## config.mk

```make
export PLATFORM = sky130hd
export DESIGN_NAME = neuron_seq
export DESIGN_NICKNAME = d
export VERILOG_FILES = /design/src/rtl/nn_pkg.sv /design/src/rtl/neuron_dp.sv /design/src/rtl/neuron_seq.sv
export SDC_FILE = /design/constraint.sdc
export NUM_CORES = 2
export LEC_CHECK = 0
export ABC_AREA = 1
export CORE_UTILIZATION = 38
export CTS_BUF_LIST = sky130_fd_sc_hd__clkbuf_4 sky130_fd_sc_hd__clkbuf_8
export DETAILED_ROUTE_END_ITERATION = 10
export DONT_BUFFER_PORTS = 1
export PLACE_DENSITY = 0.51
export SLEW_MARGIN = 20
export SYNTH_ARGS = -nofsm -noshare
export SYNTH_HDL_FRONTEND = slang
export SYNTH_SLANG_ARGS = --single-unit
```

## constraint.sdc

```tcl
create_clock -name clk -period 14.85 [get_ports clk]
set_input_delay 2.2275 -clock clk [delete_from_list [all_inputs] [get_ports clk]]
set_output_delay 2.2275 -clock clk [all_outputs]
set_load 0.02 [all_outputs]
```

## src/rtl/nn_pkg.sv

```systemverilog
// Shared definitions for the NN datapath: sequencer states and ALU op-codes.
package nn_pkg;

    typedef enum logic [2:0] {
        S_IDLE = 3'd0,
        S_MAC  = 3'd1,
        S_BIAS = 3'd2,
        S_ACT  = 3'd3,
        S_DONE = 3'd4
    } state_t;

    localparam logic [2:0] OP_ADD  = 3'b000;
    localparam logic [2:0] OP_MUL  = 3'b001;
    localparam logic [2:0] OP_SGE  = 3'b010;
    localparam logic [2:0] OP_PASS = 3'b111;

endpackage

```

## src/rtl/neuron_dp.sv

```systemverilog
// Combinational neuron datapath: multiply-accumulate, bias add or activation, selected by alu_op.
// NEURON_RELU_EN selects rectified-linear activation instead of the 0/1 step.
module neuron_dp
    import nn_pkg::*;
#(
    parameter int NBITS = 32
) (
    input  logic [2:0]       alu_op,
    input  logic [NBITS-1:0] acc,
    input  logic [NBITS-1:0] x,
    input  logic [NBITS-1:0] w,
    input  logic [NBITS-1:0] bias,
    input  logic [NBITS-1:0] thresh,
    output logic [NBITS-1:0] res
);

    logic [NBITS-1:0] prod;
    logic             ge;

    always_comb begin
        // Low NBITS of the product are identical for signed and unsigned operands.
        prod = x * w;
        ge   = ($signed(acc) >= $signed(thresh));
        res  = acc;
        case (alu_op)
            OP_MUL: res = acc + prod;
            OP_ADD: res = acc + bias;
            OP_SGE: begin
`ifdef NEURON_RELU_EN
                res = ge ? acc : '0;
`else
                res    = '0;
                res[0] = ge;
`endif
            end
            default: res = acc;
        endcase
    end

endmodule

```

## src/rtl/neuron_seq.sv

```systemverilog
// Sequential single-neuron engine: streams NIN (x, w) beats, adds bias, applies threshold activation.
// NEURON_RELU_EN (in neuron_dp) switches the activation to rectified-linear.
module neuron_seq
    import nn_pkg::*;
#(
    parameter int NBITS = 32,
    parameter int NIN   = 4
) (
    input  logic             clk,
    input  logic             rst_n,
    input  logic             start,
    input  logic [NBITS-1:0] bias,
    input  logic [NBITS-1:0] thresh,
    input  logic             in_valid,
    output logic             in_ready,
    input  logic [NBITS-1:0] x_in,
    input  logic [NBITS-1:0] w_in,
    output logic             out_valid,
    input  logic             out_ready,
    output logic [NBITS-1:0] y_out,
    output logic [NBITS-1:0] acc_out,
    output logic [2:0]       alu_op,
    output logic             busy,
    output logic [2:0]       dbg_state
);

    localparam int CW = $clog2(NIN) + 1;

    // Handshakes: a transfer happens on a rising edge where valid and ready are
    // both high; in_ready and out_valid are registered and depend only on state.
    state_t           state;
    logic [NBITS-1:0] acc;
    logic [NBITS-1:0] bias_q;
    logic [NBITS-1:0] thresh_q;
    logic [CW-1:0]    cnt;
    logic [NBITS-1:0] dp_res;

    assign dbg_state = state;

    neuron_dp #(.NBITS(NBITS)) u_dp (
        .alu_op (alu_op),
        .acc    (acc),
        .x      (x_in),
        .w      (w_in),
        .bias   (bias_q),
        .thresh (thresh_q),
        .res    (dp_res)
    );

    always_ff @(posedge clk or negedge rst_n) begin
        if (!rst_n) begin
            state     <= S_IDLE;
            acc       <= '0;
            cnt       <= '0;
            bias_q    <= '0;
            thresh_q  <= '0;
            y_out     <= '0;
            acc_out   <= '0;
            out_valid <= 1'b0;
            in_ready  <= 1'b0;
            busy      <= 1'b0;
            alu_op    <= OP_PASS;
        end else begin
            case (state)
                S_IDLE: begin
                    if (start) begin
                        bias_q   <= bias;
                        thresh_q <= thresh;
                        acc      <= '0;
                        cnt      <= '0;
                        in_ready <= 1'b1;
                        busy     <= 1'b1;
                        alu_op   <= OP_MUL;
                        state    <= S_MAC;
                    end
                end
                S_MAC: begin
                    if (in_valid && in_ready) begin
                        acc <= dp_res;
                        cnt <= cnt + 1'b1;
                        if (cnt == CW'(NIN - 1)) begin
                            in_ready <= 1'b0;
                            alu_op   <= OP_ADD;
                            state    <= S_BIAS;
                        end
                    end
                end
                S_BIAS: begin
                    acc    <= dp_res;
                    alu_op <= OP_SGE;
                    state  <= S_ACT;
                end
                S_ACT: begin
                    y_out     <= dp_res;
                    acc_out   <= acc;
                    out_valid <= 1'b1;
                    alu_op    <= OP_PASS;
                    state     <= S_DONE;
                end
                S_DONE: begin
                    if (out_ready) begin
                        out_valid <= 1'b0;
                        busy      <= 1'b0;
                        state     <= S_IDLE;
                    end
                end
                default: begin
                    in_ready  <= 1'b0;
                    out_valid <= 1'b0;
                    busy      <= 1'b0;
                    alu_op    <= OP_PASS;
                    state     <= S_IDLE;
                end
            endcase
        end
    end

endmodule

```

# Yosys cells after proc, flatten, opt, wreduce, memory -nomap -nowiden
# Cells that the tools add are included.
dict set report word_totals {
  register_bits 172
  word_cells 69
}
dict set report op_classes {
  add_sub_neg 3
  mul 1
  magnitude_cmp 1
  n_eq_ne 11
  mux 22
  bitwise_logic 4
  n_reduce_logical 16
}
# cell n
set op_table {}
lappend op_table {{one-hot mux 32 bit (3 select lines)} 2}
lappend op_table {{adder 32 bit} 2}
lappend op_table {{two-way mux 32 bit} 2}
lappend op_table {{greater-or-equal comparator 32 bit} 1}
lappend op_table {{multiplier 32 x 32 -> 32 bit} 1}
lappend op_table {{two-way mux 3 bit} 8}
lappend op_table {{one-hot mux 3 bit (5 select lines)} 1}
lappend op_table {{equality test 3 x 2 -> 1 bit (second input constant)} 4}
lappend op_table {{one-hot mux 3 bit (4 select lines)} 1}
lappend op_table {{AND reduction 4 bit} 3}
lappend op_table {{one-hot mux 1 bit (3 select lines)} 3}
lappend op_table {{AND reduction 3 bit} 3}
lappend op_table {{OR reduction 3 bit} 3}
lappend op_table {{inequality test 2 bit (second input constant)} 4}
lappend op_table {{equality test 3 x 1 -> 1 bit (second input constant)} 2}
lappend op_table {{logical NOT 3 bit} 2}
lappend op_table {{one-hot mux 3 bit (2 select lines)} 1}
lappend op_table {{two-way mux 1 bit} 4}
lappend op_table {{inverter 1 bit} 4}
lappend op_table {{AND reduction 2 bit} 2}
lappend op_table {{adder 3 x 1 -> 3 bit (second input constant)} 1}
lappend op_table {{equality test 3 bit (second input constant)} 1}
lappend op_table {{nonzero test 3 bit} 1}
lappend op_table {{nonzero test 2 bit} 1}
lappend op_table {{logical AND 1 bit} 1}

# Logic depth before layout (Yosys ltp)
dict set report logic_depth {
  depth_word 5
  ltp_mapped 35
}

# Modules after synthesis
# A second synthesis with hierarchy kept.
dict set report unflattened {
  hier_cells 3734
  hier_area_um2 27995.6
}
# mod instances cells_each area_each_um2 seq_area_each_um2
set by_module_without_submodules {}
lappend by_module_without_submodules {neuron_dp 1 3009 21062.7 0.0}
lappend by_module_without_submodules {neuron_seq 1 725 6932.9 4307.9}

# Worst setup path before layout
# Ideal clock, no wire load.
dict set report synth_timing {
  path_type {input port to flip-flop}
  start {input port x_in[12]}
  end {register y_out[27]}
  arrival_time_ns 8.543
  t_required_ns 14.733
  setup_slack_ns 6.190
  path_stages 33
  cell_sequence {clkbuf_1 > buf_1 > nand2_1 > inv_1 > fa_1 > fa_1 > fa_1 > inv_1 > fa_1 > inv_1 > fa_1 > inv_1 > fa_1 > inv_1 > fa_1 > inv_1 > fa_1 > inv_1 > ha_1 > nand2_1 > inv_1 > nand2_1 > nor3_2 > nand4_1 > nand3_1 > a21o_1 > nand2_1 > nand2_1 > a21oi_1 > o21ai_1 > o211ai_1 > nand2_1 > nand2_1}
}
dict set report synth_between {
  elab_chain_len 3
}
# item line
set synth_rtl {}
lappend synth_rtl {{from (decl)} neuron_seq.sv:16} ;# input logic [NBITS-1:0] x_in,
lappend synth_rtl {{multiplier 32 x 32 -> 32 bit} neuron_dp.sv:22} ;# prod = x * w;
lappend synth_rtl {{adder 32 bit} neuron_dp.sv:26} ;# OP_MUL: res = acc + prod;
lappend synth_rtl {{one-hot mux 32 bit (3 select lines)} neuron_dp.sv:25} ;# case (alu_op)
lappend synth_rtl {{to (signal assigned)} neuron_seq.sv:94} ;# y_out <= dp_res;
lappend synth_rtl {{to (decl)} neuron_seq.sv:20} ;# output logic [NBITS-1:0] y_out,
# Every way passes these cells.
# A chain may end at the register's enable or synchronous reset.

# Worst setup path in the final report
dict set report layout_timing {
  start {input port w_in[6]}
  end {register y_out[27]}
}
dict set report layout_between {
  elab_chain_len 3
}
# item line
set layout_rtl {}
lappend layout_rtl {{from (decl)} neuron_seq.sv:17} ;# input logic [NBITS-1:0] w_in,
lappend layout_rtl {{multiplier 32 x 32 -> 32 bit} neuron_dp.sv:22}
lappend layout_rtl {{adder 32 bit} neuron_dp.sv:26}
lappend layout_rtl {{one-hot mux 32 bit (3 select lines)} neuron_dp.sv:25}
# Every way passes these cells.

==> flow_summary.toml <==
[sta]
setup_viol = 0
fin_crit_ns = 8.34
fin_setup_tns_ns = 0
period_share = 0.561
hold_viol = 0
drv_slew = 0
rsz0062_at_grt = "false"
worst_pin_slew_ns = 0.987
max_freq_mhz = 120
fin_skew_ns = 0.0250
max-slew-margin-rel = 0.340

[synthesis]
synth_area_um2 = 27400
async_flop_share = 1.00
ys_warn_count = 0
synth_cell_types = 57
synthFlopType = "dfrtp_1"
synth_edf_count = 0
syn_nets = 4354
avgSynthCellArea_um2 = 7.63
yosysSeqAreaShare = 0.157
postSynthCellCount = 3593
synth-seq-cells = 172

[worst_setup_path]
cpPeakStageDelay_ns = 0.54
crit_type = "input pin to register"
cp.depth = 31
worstSetupEndpointType = "register"
critPathMaxFanout = 27
critPathSlowestCell = "fa_1"
timing.rr.end = "y_out[27]"
worstPathArrival_ns = 8.73
cp_num_buf_inv = 8
reg2reg_slack_ns = 7.72
cp.required_ns = 15.25
r2r_cells = 29
cp-startpoint = "w_in[6]"
reg2reg_from = "acc[17]"
cp_top_family = "adder cells"
start_kind = "input pin"
critPathCapture = "y_out[27]"

[detailed_routing]
drt_iter0_drc = 1260
num_vias = 21212
drt-total-wl_um = 79000
detail-route-antenna-nets = 0
wl_per_cell_um = 17.8
drc = 0
first_pass_iters = 5
vias_per_cell = 4.77

[cts]
clockBufferDepth = 2
cts_buffers = 17
clock_tree.root_cell = "clkbuf_8"
cts_setup_buffers = 0
post_cts_resized = 0
clkLatencyLatePin_ns = 0.52
cts_sinks = 172
clk_pin_slew_worst_paths_ns = 0.09
cts_tree = "yes"
cts-hold-fix-buffers = 0
htreeDepth = 4

[die]
start_util = 0.384
dieArea_um2 = 73200
rows = 98
pin_count = 206
die_w_um = 271
core_um2 = 71500
dieHeight_um = 271

[grt]
grt_overflow = 0
grt_max_degree = 173
grt_pass1_wl_um = 128000
antenna_found_initial = 8
grtUsageTotal = 0.224
grt_pass1_vias = 22326

[place]
hpwl_um = 65100
port_buffers = 0
gp_congestion = 0.879

[finish]
final_common_cell = "nand2_1"
syn_to_final_growth_pct = 3.99
nets = 4241
final_cell_mix = "nand2_1 (989), inv_1 (974), fa_1 (439)"
drive_above_1_share = 0.0361

[outcome]
status = "complete, no violations"

[hold_path]
hold_path_class = "register to register"

[job]
drv_cap = 0
-- per-layer routing --
layer	up-vias	share of wire	GRT usage	wire [um]
met4	12	0.013	0.0373	1020
met3	56	0.055	0.0358	4310
li1	10286	-	-	-
met5	-	0.00078	0	62
met2	440	0.46	0.364	36400
met1	10418	0.47	0.319	37300
-- cell families after synthesis --
logic type,after synthesis,synth area share
compound gates,362,0.0750
mux,33,0.0136
buf+inv,1125,0.156
xor+xnor,27,0.00890
flops,172,0.157
fa+ha+maj,628,0.407
simple gates,1246,0.182
-- synthesized netlist by cell type, types with 5 or more instances --
| cell type | count | area (um2) |
|---|---|---|
| a21oi_1 | 148 | 741 |
| nand3_1 | 85 | 425 |
| o21ai_2 | 5 | 43.8 |
| fa_1 | 439 | 8790 |
| nand2_2 | 7 | 43.8 |
| a21oi_2 | 5 | 43.8 |
| nor2_1 | 101 | 379 |
| nand4_1 | 18 | 113 |
| a221oi_1 | 6 | 52.6 |
| o22ai_1 | 12 | 75.1 |
| clkbuf_1 | 90 | 338 |
| o21bai_1 | 10 | 75.1 |
| buf_1 | 20 | 75.1 |
| ha_1 | 189 | 2360 |
| xnor2_1 | 8 | 70.1 |
| dfrtp_1 | 169 | 4230 |
| inv_1 | 974 | 3660 |
| buf_4 | 7 | 52.6 |
| nand2_1 | 990 | 3720 |
| mux2_2 | 33 | 372 |
| xor2_1 | 18 | 158 |
| o211ai_1 | 8 | 60.1 |
| o21a_1 | 5 | 37.5 |
| inv_2 | 8 | 30.0 |
| a21o_1 | 9 | 67.6 |
| o21ai_1 | 13 | 65.1 |
| buf_2 | 19 | 95.1 |
| o21ai_0 | 119 | 596 |
| nand3b_1 | 12 | 90.1 |
| nor3_1 | 7 | 35.0 |
-- worst min path at each step --
| stage | cells after the start | from | endpoint | slack, ns |
|---|---|---|---|---|
| floorplan | 2 | cnt[2] | cnt[2] | 0.45 |
| global placement | 2 | cnt[2] | cnt[2] | 0.48 |
| detailed placement | 2 | cnt[1] | cnt[1] | 0.48 |
| CTS | 2 | cnt[2] | cnt[2] | 0.50 |
| global route | 2 | cnt[2] | cnt[2] | 0.53 |
| finish | 2 | cnt[1] | cnt[1] | 0.49 |
-- registers in the layout (all words and copies together) (netlist names) --
register   flops
acc           32
acc_out       32
thresh_q      32
busy           1
in_ready       1
y_out         32
cnt            3
out_valid      1
dbg_state      3
bias_q        32
alu_op         3
-- layout make-up --
cell class,instances,area [um2]
clock buffer,20,269
fill,7479,43000
multi-input combinational,2296,18800
antenna,1,2.50
sequential,172,4310
clock inverter,12,159
tap,950,1190
timing repair buffer,7,52.6
inverter,986,3700
-- tightest hold or removal path, cell delays in order, from the launching register on --
cell     delay [ns]
dfrtp_1        0.36
nand2_1        0.05
nand2_1        0.06
-- metrics by stage --
step	setup WS [ns]	hold slack [ns]	area [um2]	utilization	std cells
finish	6.51	0.494	28500	0.399	4444
global route	6.11	0.531	28500	0.399	4443
CTS	6.57	0.501	28500	0.399	4443
detailed placement	6.04	0.478	28100	0.393	4411
global placement	6.07	0.475	28100	0.393	4411
floorplan	6.19	0.452	27400	-	3593
Power is left out: the tool's default activity adds up to more than one toggle a clock period on the data nets, which glitch-free logic cannot reach.
